## src/rtl/fpu_pkg.sv

```systemverilog
// Shared constants, FSM state encoding and status-flag bundle for the
// iterative binary64 divider.
package fpu_pkg;

    localparam int unsigned BIAS      = 1023;
    localparam int unsigned EXP_MAX   = 2047;
    localparam int unsigned DIV_STEPS = 55;

    localparam int unsigned EXP_W  = 11;
    localparam int unsigned FRAC_W = 52;
    localparam int unsigned MANT_W = FRAC_W + 1;   // significand with hidden one
    localparam int unsigned QUOT_W = DIV_STEPS;    // one quotient bit per step
    localparam int unsigned CNT_W  = 6;            // holds 0..DIV_STEPS-1
    localparam int unsigned EXPC_W = 13;           // signed working exponent

    typedef enum logic [2:0] {
        IDLE,
        CHECK,
        DIV,
        NORM,
        DONE
    } state_t;

    typedef struct packed {
        logic exception;
        logic overflow;
        logic underflow;
        logic div_by_zero;
    } fpu_flags_t;

endpackage

```

## src/rtl/fpu_div_core.sv

```systemverilog
// Restoring radix-2 significand divider, one quotient bit per i_step.
// Ports:
//   clk, rst        clock, synchronous active-high reset
//   i_load          capture dividend/divisor, clear quotient and step counter
//   i_step          perform one restoring-division step
//   i_dividend      53-bit dividend significand {1,frac}
//   i_divisor       53-bit divisor significand {1,frac}
//   o_quot          quotient bits, MSB first shifted in
//   o_rem           running (shifted) remainder
//   o_last          high while the step about to be taken is the final one
module fpu_div_core
    import fpu_pkg::*;
(
    input  logic              clk,
    input  logic              rst,
    input  logic              i_load,
    input  logic              i_step,
    input  logic [MANT_W-1:0] i_dividend,
    input  logic [MANT_W-1:0] i_divisor,
    output logic [QUOT_W-1:0] o_quot,
    output logic [QUOT_W-1:0] o_rem,
    output logic              o_last
);

    logic [QUOT_W-1:0] r_rem;
    logic [QUOT_W-1:0] r_quot;
    logic [MANT_W-1:0] r_divisor;
    logic [CNT_W-1:0]  r_cnt;
    logic              r_last;

    logic              w_ge;
    logic [QUOT_W-1:0] w_rem_sel;

    // Remainder stays below twice the divisor, so the left shift never loses a bit.
    assign w_ge      = r_rem >= QUOT_W'(r_divisor);
    assign w_rem_sel = w_ge ? (r_rem - QUOT_W'(r_divisor)) : r_rem;

    always_ff @(posedge clk) begin
        if (rst) begin
            r_rem     <= '0;
            r_quot    <= '0;
            r_divisor <= '0;
            r_cnt     <= '0;
            r_last    <= 1'b0;
        end else if (i_load) begin
            r_rem     <= QUOT_W'(i_dividend);
            r_quot    <= '0;
            r_divisor <= i_divisor;
            r_cnt     <= '0;
            r_last    <= (DIV_STEPS == 1);
        end else if (i_step) begin
            r_quot <= {r_quot[QUOT_W-2:0], w_ge};
            r_rem  <= {w_rem_sel[QUOT_W-2:0], 1'b0};
            r_cnt  <= r_cnt + CNT_W'(1);
            r_last <= (r_cnt == CNT_W'(DIV_STEPS - 2));
        end
    end

    assign o_quot = r_quot;
    assign o_rem  = r_rem;
    assign o_last = r_last;

endmodule

```

## src/rtl/fpu_div.sv

```systemverilog
// Multi-cycle IEEE-754 binary64 divider: special-case screening, iterative
// significand division, normalisation and guard/sticky rounding.
// Ports:
//   clk, rst          clock, synchronous active-high reset
//   start             request a/b, sampled only in IDLE
//   a, b              binary64 dividend / divisor
//   busy              high in every state except IDLE
//   done              one-cycle pulse when result/flags are valid
//   result            quotient, held until the next accepted start
//   Exception, Overflow, Underflow, DivByZero   mutually exclusive status flags
module fpu_div
    import fpu_pkg::*;
(
    input  logic        clk,
    input  logic        rst,
    input  logic        start,
    input  logic [63:0] a,
    input  logic [63:0] b,
    output logic        busy,
    output logic        done,
    output logic [63:0] result,
    output logic        Exception,
    output logic        Overflow,
    output logic        Underflow,
    output logic        DivByZero
);

    state_t      r_state;
    logic [63:0] r_a;
    logic [63:0] r_b;
    fpu_flags_t  r_flags;

    logic              w_sign;
    logic [EXP_W-1:0]  w_ea;
    logic [EXP_W-1:0]  w_eb;
    logic [QUOT_W-1:0] w_q;
    logic [QUOT_W-1:0] w_rem;
    logic              w_core_last;

    assign w_sign = r_a[63] ^ r_b[63];
    assign w_ea   = r_a[62:52];
    assign w_eb   = r_b[62:52];

    fpu_div_core u_core (
        .clk        (clk),
        .rst        (rst),
        .i_load     (r_state == CHECK),
        .i_step     (r_state == DIV),
        .i_dividend ({1'b1, r_a[FRAC_W-1:0]}),
        .i_divisor  ({1'b1, r_b[FRAC_W-1:0]}),
        .o_quot     (w_q),
        .o_rem      (w_rem),
        .o_last     (w_core_last)
    );

    // Special-operand screening; NaN/Inf inputs dominate, 0/0 resolves to zero.
    logic        w_special;
    logic [63:0] w_spec_result;
    fpu_flags_t  w_spec_flags;

    always_comb begin
        w_special     = 1'b1;
        w_spec_result = '0;
        w_spec_flags  = '0;
        if (w_ea == EXP_W'(EXP_MAX) || w_eb == EXP_W'(EXP_MAX)) begin
            w_spec_flags.exception = 1'b1;
        end else if (w_ea == '0) begin
            w_spec_result = {w_sign, 63'd0};
        end else if (w_eb == '0) begin
            w_spec_flags.div_by_zero = 1'b1;
            w_spec_result            = {w_sign, EXP_W'(EXP_MAX), FRAC_W'(0)};
        end else begin
            w_special = 1'b0;
        end
    end

    // Normalise the 55-bit quotient, round on guard&sticky, range-check exponent.
    logic              w_hi;
    logic              w_guard;
    logic              w_sticky;
    logic              w_carry;
    logic [FRAC_W-1:0] w_mant;
    logic [MANT_W-1:0] w_mant_sum;
    logic [EXPC_W-1:0] w_exp_base;
    logic [EXPC_W-1:0] w_exp_fin;
    logic [63:0]       w_norm_result;
    fpu_flags_t        w_norm_flags;

    always_comb begin
        w_hi          = w_q[QUOT_W-1];
        w_mant        = w_q[QUOT_W-3:1];
        w_guard       = w_q[0];
        w_sticky      = |w_rem;
        w_exp_base    = EXPC_W'(w_ea) - EXPC_W'(w_eb) + EXPC_W'(BIAS - 1);
        if (w_hi) begin
            w_mant     = w_q[QUOT_W-2:2];
            w_guard    = w_q[1];
            w_sticky   = w_q[0] | (|w_rem);
            w_exp_base = EXPC_W'(w_ea) - EXPC_W'(w_eb) + EXPC_W'(BIAS);
        end
        w_mant_sum = {1'b0, w_mant} + MANT_W'(w_guard & w_sticky);
        // On carry the low 52 bits are already zero.
        w_carry    = w_mant_sum[MANT_W-1];
        w_exp_fin  = w_exp_base + EXPC_W'(w_carry);

        w_norm_flags  = '0;
        w_norm_result = {w_sign, w_exp_fin[EXP_W-1:0], w_mant_sum[FRAC_W-1:0]};
        // Top bit of the 13-bit exponent is its sign.
        if (!w_exp_fin[EXPC_W-1] && w_exp_fin >= EXPC_W'(EXP_MAX)) begin
            w_norm_flags.overflow = 1'b1;
            w_norm_result         = {w_sign, EXP_W'(EXP_MAX), FRAC_W'(0)};
        end else if (w_exp_fin[EXPC_W-1] || w_exp_fin == '0) begin
            w_norm_flags.underflow = 1'b1;
            w_norm_result          = {w_sign, 63'd0};
        end
    end

    // Control FSM with registered status outputs.
    always_ff @(posedge clk) begin
        if (rst) begin
            r_state <= IDLE;
            r_a     <= '0;
            r_b     <= '0;
            r_flags <= '0;
            busy    <= 1'b0;
            done    <= 1'b0;
            result  <= '0;
        end else begin
            done <= 1'b0;
            case (r_state)
                IDLE: begin
                    if (start) begin
                        r_a     <= a;
                        r_b     <= b;
                        r_flags <= '0;
                        result  <= '0;
                        busy    <= 1'b1;
                        r_state <= CHECK;
                    end
                end
                CHECK: begin
                    if (w_special) begin
                        result  <= w_spec_result;
                        r_flags <= w_spec_flags;
                        done    <= 1'b1;
                        r_state <= DONE;
                    end else begin
                        r_state <= DIV;
                    end
                end
                DIV: begin
                    if (w_core_last) begin
                        r_state <= NORM;
                    end
                end
                NORM: begin
                    result  <= w_norm_result;
                    r_flags <= w_norm_flags;
                    done    <= 1'b1;
                    r_state <= DONE;
                end
                DONE: begin
                    busy    <= 1'b0;
                    r_state <= IDLE;
                end
                default: begin
                    busy    <= 1'b0;
                    r_state <= IDLE;
                end
            endcase
        end
    end

    assign Exception = r_flags.exception;
    assign Overflow  = r_flags.overflow;
    assign Underflow = r_flags.underflow;
    assign DivByZero = r_flags.div_by_zero;

endmodule
```

## config.mk

```make
export PLATFORM = sky130hd
export DESIGN_NAME = fpu_div
export DESIGN_NICKNAME = d
export VERILOG_FILES = /design/src/rtl/fpu_pkg.sv /design/src/rtl/fpu_div_core.sv /design/src/rtl/fpu_div.sv
export SDC_FILE = /design/constraint.sdc
export NUM_CORES = 1
export LEC_CHECK = 0
export BUFFER_PORTS_ARGS = -buffer_cell sky130_fd_sc_hd__buf_2
export CAP_MARGIN = 20
export CORE_UTILIZATION = 32
export CTS_BUF_LIST = sky130_fd_sc_hd__clkbuf_8
export DETAILED_ROUTE_END_ITERATION = 10
export REMOVE_ABC_BUFFERS = 1
export SETUP_SLACK_MARGIN = 0.5
export SLEW_MARGIN = 10
export SYNTH_ARGS = -nofsm -noshare
export SYNTH_HDL_FRONTEND = slang
export SYNTH_SLANG_ARGS = --single-unit
```

## constraint.sdc

```tcl
create_clock -name clk -period 10.3 [get_ports clk]
set_input_delay 2.06 -clock clk [delete_from_list [all_inputs] [get_ports clk]]
set_output_delay 2.06 -clock clk [all_outputs]
set_load 0.1 [all_outputs]
```

After elaboration in Yosys (flattened, before gate mapping) --
Cells that the tools add are included.
Cells by class: $add $sub $neg 7, order comparisons 2, equal/unequal tests 9, multiplexer cells 35, bitwise operators 4, reduce and logical (&&, ||, !) cells 17
Operators with widths (count):
- 64-bit two-way mux | 5
- 64-bit one-hot mux with 3 select lines | 1
- 63-bit two-way mux | 2
- 53-bit two-way mux | 2
- 55-bit by 53-bit >= comparator with 1-bit output | 1
- 55-bit OR reduction | 1
- 54-bit two-way mux | 1
- 54-bit by 53-bit subtractor with 54-bit output | 1
- 52-bit by 1-bit adder with 53-bit output | 1
- 52-bit two-way mux | 1
- 11-bit == test (second input constant) | 2
- 11-bit logical NOT | 2
- 12-bit by 11-bit adder with 13-bit output (second input constant) | 1
- 13-bit by 1-bit adder with 13-bit output | 1
- 13-bit by 10-bit adder with 13-bit output (second input constant) | 1
- 13-bit by 11-bit >= comparator with 1-bit output (second input constant) | 1
- 13-bit logical NOT | 1
- 1-bit two-way mux | 13
- 13-bit two-way mux | 1
- 3-bit one-hot mux with 4 select lines | 1
- 4-bit one-hot mux with 3 select lines | 1
- 11-bit by 11-bit subtractor with 12-bit output | 1
- 3-bit two-way mux | 3
- 4-bit two-way mux | 2
- other kinds (20) | 27
Storage, ports and cells: register bits after elaboration 371, input bits 131, output and inout bits 70, word-level logic and storage cells 90

Longest topological paths before layout --
Gate-level depths: netlist of the first run.
depth in word-level cells 11, mapped depth 32, mapped depth without buffers 26

Hierarchy --
A second synthesis of the first run with hierarchy kept.
Unflattened totals: cell total of the unflattened synthesis 2594, area total of the unflattened synthesis 20821.2 µm²
By module, submodules not included:
- fpu_div | times used 1, cells an instance 1324, area each 10631.4 µm², seq. area each 4023.9 µm²
- fpu_div_core | times used 1, cells an instance 1270, area each 10189.8 µm², seq. area each 3403.3 µm²

Worst setup path after synthesis of the first run --
Ideal clock, no wire load.
kind flip-flop to flip-flop, from reg u_core.r_quot[54] (netlist: u_core.o_quot[54]), to reg result[10], setup time 0.062 ns, data arrival time 7.291 ns, data required time 10.238 ns, setup slack 2.947 ns, stages on the path, launching flop included 30, buffers on the path 7, clock period less this slack 7.353 ns, cell sequence dfxtp_1 buf_4 buf_4 buf_2 buf_1 buf_1 clkbuf_1 mux2i_1 nor2_1 ha_1 ha_1 and2_1 nand4_1 nor4_2 and3_1 nand3_1 or4_1 a2111oi_0 ha_1 ha_1 inv_1 a211oi_1 nand2_1 o22ai_2 a21oi_1 or4_4 a41o_1 nor4b_4 buf_6 a22o_1
On the way: word-level cells in the longest chain between the ends 9, elaborated cells on any way between the ends 15, those cells by class add/sub: 2; order compare: 1; mux: 7; bitwise: 1; reduce/logical: 4
Ends and longest elaborated chain:
- start, declared | RTL line fpu_div_core.sv:26 | logic [QUOT_W-1:0] r_quot;
- start signal, assigned | RTL line fpu_div_core.sv:52 | r_quot <= {r_quot[QUOT_W-2:0], w_ge};
- parallel branches: the longest is 7 deep, another holds 52-bit by 1-bit adder with 53-bit output
- 63-bit two-way mux * | RTL line fpu_div.sv:109 | if (!w_exp_fin[EXPC_W-1] && w_exp_fin >= EXPC_W'(EXP_MAX)) begin
- 64-bit one-hot mux with 3 select lines * | RTL line fpu_div.sv:130 | case (r_state)
- end signal, assigned | RTL line fpu_div.sv:143 | result <= w_spec_result;
- end signal, assigned | RTL line fpu_div.sv:157 | result <= w_norm_result;
- end, declared | RTL line fpu_div.sv:21 | output logic [63:0] result,
Every way passes the cells marked *. A chain may end at the register's enable or synchronous reset.

Final worst setup path of the first run --
from reg u_core.r_quot[54] (netlist: u_core.o_quot[54]), to reg result[19]
The elaborated chain is that of the path after synthesis.

==> results of run 1 <==
[through the flow]
stage | cells | utilization [%] | setup slack, ns | instance area (um2)
2_1_floorplan | 2532 | - | 1.46 | 19900
5_1_grt | 3716 | 37.0 | 2.08 | 23500
3_3_place_gp | 3602 | 35.0 | 2.92 | 22200
6_report | 3716 | 37.0 | 2.74 | 23500
3_5_place_dp | 3603 | 35.0 | 2.81 | 22300
4_1_cts | 3716 | 37.0 | 2.78 | 23500
[cell usage after synthesis (all sizes together), types with 51 or more instances]
| cell | number | area (um2) |
|---|---|---|
| a22o | 54 | 473 |
| ha | 73 | 913 |
| a211oi | 59 | 473 |
| nand2 | 602 | 2260 |
| nand3 | 64 | 325 |
| inv | 108 | 405 |
| dfxtp | 371 | 7430 |
| nor3 | 51 | 255 |
| a21oi | 381 | 1910 |
| nor2 | 118 | 445 |
| o21ai | 65 | 329 |
| clkbuf | 168 | 631 |
[registers in the layout (all words and copies together) (netlist names)]
name / cells
u_core.o_last: 1
result: 64
r_b: 64
done: 1
u_core.o_rem: 55
r_a: 64
r_state: 3
u_core.r_divisor: 53
busy: 1
Exception: 1
Underflow: 1
u_core.r_cnt: 6
u_core.o_quot: 55
DivByZero: 1
Overflow: 1
[worst reg2reg max path, delay by kind of cell, from the launching register on]
family	cells	cell delay [ns]
buffers and inverters	2	0.53
flip-flops	1	0.72
AO/OA/AOI/OAI	6	1.85
adder cells (fa/ha/maj)	4	0.85
AND/OR/NAND/NOR	13	3.57
[metal layers]
| layer | vias up | routed length, um | GRT usage, % |
|---|---|---|---|
| met5 | - | 0 | 0 |
| met4 | 0 | 1570 | 6.22 |
| met1 | 9186 | 30500 | 26.9 |
| met2 | 623 | 28200 | 29.4 |
| li1 | 9873 | - | - |
| met3 | 112 | 4210 | 3.68 |
[cell families (layout without fill, tap and decap cells)]
family | after synthesis | count (layout) | synth area share (%)
XOR/XNOR | 83 | 83 | 3.65
buffers and inverters | 305 | 446 | 5.77
adder cells (fa/ha/maj) | 75 | 75 | 4.60
multiplexers | 37 | 37 | 1.85
AO/OA/AOI/OAI | 829 | 829 | 26.0
AND/OR/NAND/NOR | 1029 | 1029 | 22.3
flip-flops | 371 | 371 | 35.9
[worst paths after layout]
check,start,to,slack [ns],depth (start not counted)
worst max-delay path,u_core.o_quot[54]$_SDFFE_PP0P_,result[19]$_SDFFE_PP0P_,2.74,25
worst min-delay path,r_b[49]$_SDFFE_PP0P_,u_core.r_divisor[49]$_SDFFE_PP0P_,0.45,2
worst min register to register,r_b[49]$_SDFFE_PP0P_,u_core.r_divisor[49]$_SDFFE_PP0P_,0.45,2
worst max register to register,u_core.o_quot[54]$_SDFFE_PP0P_,result[19]$_SDFFE_PP0P_,2.74,25
[power groups by stage]
stage	sequential [mW]	combinational (mW)	clock [mW]
global route	1.58	2.39	1.46
detailed placement	1.61	2.16	0
finish	1.58	2.20	1.34
global placement	1.60	2.16	0
floorplan	1.61	1.47	0
CTS	1.58	2.17	1.39
[area by class of cell]
| class | count | area (um2) |
|---|---|---|
| multi-input combinational | 2053 | 12100 |
| sequential | 371 | 7430 |
| inverter | 108 | 405 |
| clock buffer | 83 | 1140 |
| fill | 6844 | 40000 |
| timing repair buffer | 225 | 1210 |
| clock inverter | 30 | 128 |
| tap | 846 | 1060 |
==> impl_metrics.json, run 1 <==
{
  "drt_first_pass_iters": 5,
  "cp_max_fo": 52,
  "die_area_mm2": 0.0657,
  "comb_power_share_pct": 43.0,
  "initial_core_util_pct": 32.6,
  "cpMostUsedCell": "ha_1",
  "diodes": 0,
  "cts_buffers": 69,
  "path_clk_slew_ns": 0.07,
  "fin_crit_sh_pct": 73.4,
  "grt_max_degree": 87,
  "status": "complete, no violations",
  "rsz0062_at_grt": "no",
  "worstMarginPinSlew_ns": 1.06,
  "grt_usage_pct": 19.2,
  "timing.fmax_mhz": 132,
  "finalPower_mw": 5.12,
  "p_leak_nw": 9.13,
  "ys.flop_type": "dfxtp_1",
  "start_kind": "register",
  "async_reset_ff_share_pct": 0,
  "clock_skew_ns": 0.0411,
  "max_stage_delay_ns": 0.73,
  "ctsResizeCount": 0,
  "layout_common_cells": "599 x nand2_1, 379 x a21oi_1, 370 x dfxtp_1",
  "critPathKind": "register to register",
  "clockBufferDepth": 3,
  "worstSetupEndpointType": "register",
  "vias": 19794,
  "rows": 92,
  "ys_seq_area_share_pct": 35.9,
  "drtIter0Drc": 1576,
  "synth-edff-count": 0,
  "switching_share_pct": 41.4,
  "clock_latency_ns": 0.65,
  "cts.sinks": 371,
  "grt_antenna_before_repair": 0,
  "yosys_register_bits": 371,
  "syn-cell-area_mm2": 0.0207,
  "post-cts-setup-buffer-count": 0,
  "maxCapViolCount": 0,
  "clkPwrFrac_pct": 26.2,
  "synth.distinct_cells": 95,
  "drv_slew": 0,
  "drtAntennaViolNets": 0,
  "internal_power_mw": 3.00,
  "period_needed_ns": 7.56,
  "final_common_cell": "nand2_1",
  "critPathSlowestCell": "nor4_2",
  "grt_pass1_vias": 18559,
  "clock-root-buffer": "clkbuf_8",
  "path_buf_inv": 2,
  "yosys_warnings": 0,
  "place.port_buffers": 200,
  "whs_ns": 0.451,
  "hpwlAfterDp_um": 44600,
  "syn_to_final_growth_pct": 13.6,
  "tns_ns": 0,
  "grt-ovfl-total": 0,
  "critPathTopFamily": "simple AND/OR/NAND/NOR gates",
  "syn_inst": 2729,
  "io_pins": 201,
  "die_y_um": 256,
  "sequentialPowerShare_pct": 30.8,
  "setup_violations": 0,
  "worst-endpoint-required_ns": 10.88,
  "core-area_mm2": 0.0635,
  "relSlewSlack_pct": 29.0,
  "nets": 3034,
  "remaining_drc_errors": 0,
  "p_switching_mw": 2.12,
  "ir_drop_uv": 147,
  "hold_class": "register to register",
  "die_w_um": 256,
  "routedWlPerCell_um": 17.4,
  "power_density_mw_per_mm2": 218,
  "htreeDepth": 3,
  "via_per_inst": 5.33,
  "gp_congestion": 0.910,
  "grt_pass1_wl_um": 102000,
  "drive_gt1_share_pct": 13.4,
  "hold_violations": 0,
  "crit_arrival_ns": 8.14,
  "totalWireLength_um": 64500,
  "hold_buffers": 0,
  "synth.avg_cell_area_um2": 7.59,
  "cts_tree": "built"
}
Power figures use the tool's default switching activity.
==> run 2, diff against run 1 <==
- ABC_AREA: not set -> 1
- clock period: 10.3 -> 6.8 ns (I/O delays scaled with it)
==> impl_metrics.json, run 2 <==
{
  "yosys_warnings": 0,
  "power_density_mw_per_mm2": 312,
  "relSlewSlack_pct": 30.8,
  "rrSetupSlack_ns": 1.18,
  "use_met1_pct": 24.8,
  "dp_worst_setup_slack_ns": 0.833,
  "core-area_mm2": 0.0648,
  "die_w_um": 259,
  "setup_ws_ns": 1.18,
  "critPathSlowestCell": "dfxtp_4",
  "clock-root-buffer": "clkbuf_8",
  "routedWlPerCell_um": 14.6,
  "final_util_pct": 37.3,
  "maxCapViolCount": 0,
  "synth.distinct_cells": 55,
  "ys_seq_area_share_pct": 35.2,
  "fin_area_mm2": 0.0241,
  "totalWireLength_um": 61700,
  "layout_common_cells": "580 x nand2_1, 451 x nor2_1, 370 x dfxtp_1",
  "yosys_register_bits": 371,
  "drv_slew": 0,
  "die_area_mm2": 0.0670,
  "async_reset_ff_share_pct": 0,
  "synth_commonest_cells": "582 x nand2_1, 455 x nor2_1, 371 x dfxtp_1",
  "rr_worst_depth": 35,
  "gp_congestion": 0.908,
  "crit_arrival_ns": 6.13,
  "worstSetupEndpointType": "register",
  "worstMarginPinSlew_ns": 1.03,
  "use_met2_pct": 29.3,
  "hold_buffers": 0,
  "clock_latency_ns": 0.68,
  "grt-ovfl-total": 0,
  "reg.largest.list": "r_a (64), r_b (64), result (64)",
  "synth.avg_cell_area_um2": 6.65,
  "path_clk_slew_ns": 0.06,
  "whs_path_depth": 2,
  "drive_gt1_share_pct": 12.6,
  "drt_first_pass_iters": 5,
  "grt-busiest-layer": "met2",
  "timing.fmax_mhz": 178,
  "syn_inst": 3174,
  "min_to": "result[31]$_SDFFE_PP0P_",
  "worst-endpoint-required_ns": 7.30,
  "hold_violations": 0,
  "period_needed_ns": 5.62,
  "ir_drop_uv": 193,
  "via_per_inst": 4.85,
  "max_stage_delay_ns": 0.52,
  "status": "complete, no violations",
  "start_kind": "register",
  "setup_violations": 0,
  "netlist.area_leader.share_pct": 35.2,
  "remaining_drc_errors": 0,
  "clockBufferDepth": 3,
  "grt_pass1_vias": 19269,
  "postPlaceCellArea_mm2": 0.0227,
  "cp_max_fo": 26,
  "synth_top_area_cell": "dfxtp_1",
  "grt_usage_pct": 18.2,
  "p_leak_nw": 10.2,
  "tns_ns": 0,
  "grt_antenna_before_repair": 1,
  "vias": 20474,
  "r2r-start": "u_core.o_quot[54]$_SDFFE_PP0P_",
  "ys.flop_type": "dfxtp_1",
  "io_pins": 201,
  "worstHoldStart": "result[31]$_SDFFE_PP0P_",
  "cts_tree": "built",
  "syn-cell-area_mm2": 0.0211,
  "hold_class": "register to register",
  "r2r-end": "result[31]$_SDFFE_PP0P_",
  "grt_pass1_wl_um": 100000,
  "synth-edff-count": 0,
  "final_common_cell": "nand2_1",
  "drtIter0Drc": 1250,
  "initial_core_util_pct": 32.6,
  "clock_skew_ns": 0.0434,
  "fin_crit_sh_pct": 82.7,
  "hpwlAfterDp_um": 44800,
  "critPathKind": "register to register",
  "nets": 3515,
  "htreeDepth": 3,
  "rows": 93,
  "synthTopCellsByArea": "dfxtp_1 35%, nand2_1 10%, nor2_1 8.1%, o21ai_0 8.0%, a21oi_1 7.1%",
  "drtAntennaViolNets": 0,
  "rsz0062_at_grt": "yes",
  "grt_use_met3_pct": 2.81,
  "place.port_buffers": 200,
  "syn_to_final_growth_pct": 14.3,
  "yosysMostFrequentCell": "nand2_1",
  "cts_buffers": 69,
  "die_y_um": 259,
  "cts.sinks": 371,
  "grt_max_degree": 116
}
## run 2: changes by cell type after synthesis, moves of 28 or more
| cell | before | now |
|---|---|---|
| nor2_1 | 117 | 455 |
| o21ai_0 | 63 | 336 |
| inv_1 | 108 | 345 |
| a21oi_1 | 379 | 299 |
| nand3_1 | 63 | 136 |
| a211oi_1 | 56 | 1 |
| clkbuf_1 | 168 | 115 |
| a22o_1 | 54 | 2 |
| nand4_1 | 32 | 71 |
| a22oi_1 | 34 | 0 |
| a311oi_1 | 29 | 0 |
| and3_1 | 30 | 1 |
| a21o_1 | 37 | 9 |
## run 2: per-stage QoR
step	hold slack [ns]	power, mW	instances
6_report	0.459	7.54	4218
5_1_grt	0.474	8.11	4218
4_1_cts	0.461	7.61	4216
3_5_place_dp	0.453	5.34	4092
3_3_place_gp	0.452	5.34	4092
2_1_floorplan	0.435	4.55	3021
## run 2: metal layers
layer	up-vias	wire length, um
met5	-	0
met4	0	1170
met3	71	2590
met2	391	27600
met1	9242	30300
li1	10770	-
## run 2: worst max path at each step
stage / start / to
after floorplan: r_state[2]$_SDFFE_PP0P_ / u_core.o_rem[40]$_SDFFE_PP0P_
after global placement: u_core.o_quot[54]$_SDFFE_PP0P_ / result[51]$_SDFFE_PP0P_
after detailed placement: u_core.o_quot[54]$_SDFFE_PP0P_ / result[13]$_SDFFE_PP0P_
after CTS: u_core.o_quot[54]$_SDFFE_PP0P_ / result[1]$_SDFFE_PP0P_
after global routing: u_core.o_quot[54]$_SDFFE_PP0P_ / result[32]$_SDFFE_PP0P_
final: u_core.o_quot[54]$_SDFFE_PP0P_ / result[31]$_SDFFE_PP0P_
## run 2: cell families after synthesis
family          Yosys count  share of synthesized area, %
flops                   371                          35.2
buf+inv                 510                          9.63
compound gates          774                          19.9
simple gates           1384                          28.3
xor+xnor                 60                          2.49
fa+ha+maj                75                          4.51
## run 2: report_power, final
part / leakage [nW] / switching [mW] / internal [mW] / total, mW
Clock: 0.796 / 1.00 / 1.21 / 2.22
Combinational: 6.41 / 1.98 / 0.857 / 2.84
Sequential: 3.03 / 0.120 / 2.37 / 2.49
## run 2: worst max-delay path, delay by kind of cell (launching register included)
kind | cells | cell delay, ns
simple gates | 25 | 3.11
fa+ha+maj | 4 | 0.79
compound gates | 4 | 0.65
flops | 1 | 0.52
buf+inv | 2 | 0.34
## run 2: what timing repair did
item / CTS / global route
endpoints found under the setup margin: 0 / 54
buffers inserted: 0 / 1
resized for setup: 0 / 5
## run 2: area by class of cell
class,count,area [um2]
fillers,7071,40700
multi-input cells,2293,11700
flip-flops and latches,371,7430
inverters,357,1350
clock buffers,88,1210
repair buffers,217,1150
well taps,855,1070
clock inverters,36,220
diodes,1,2.50
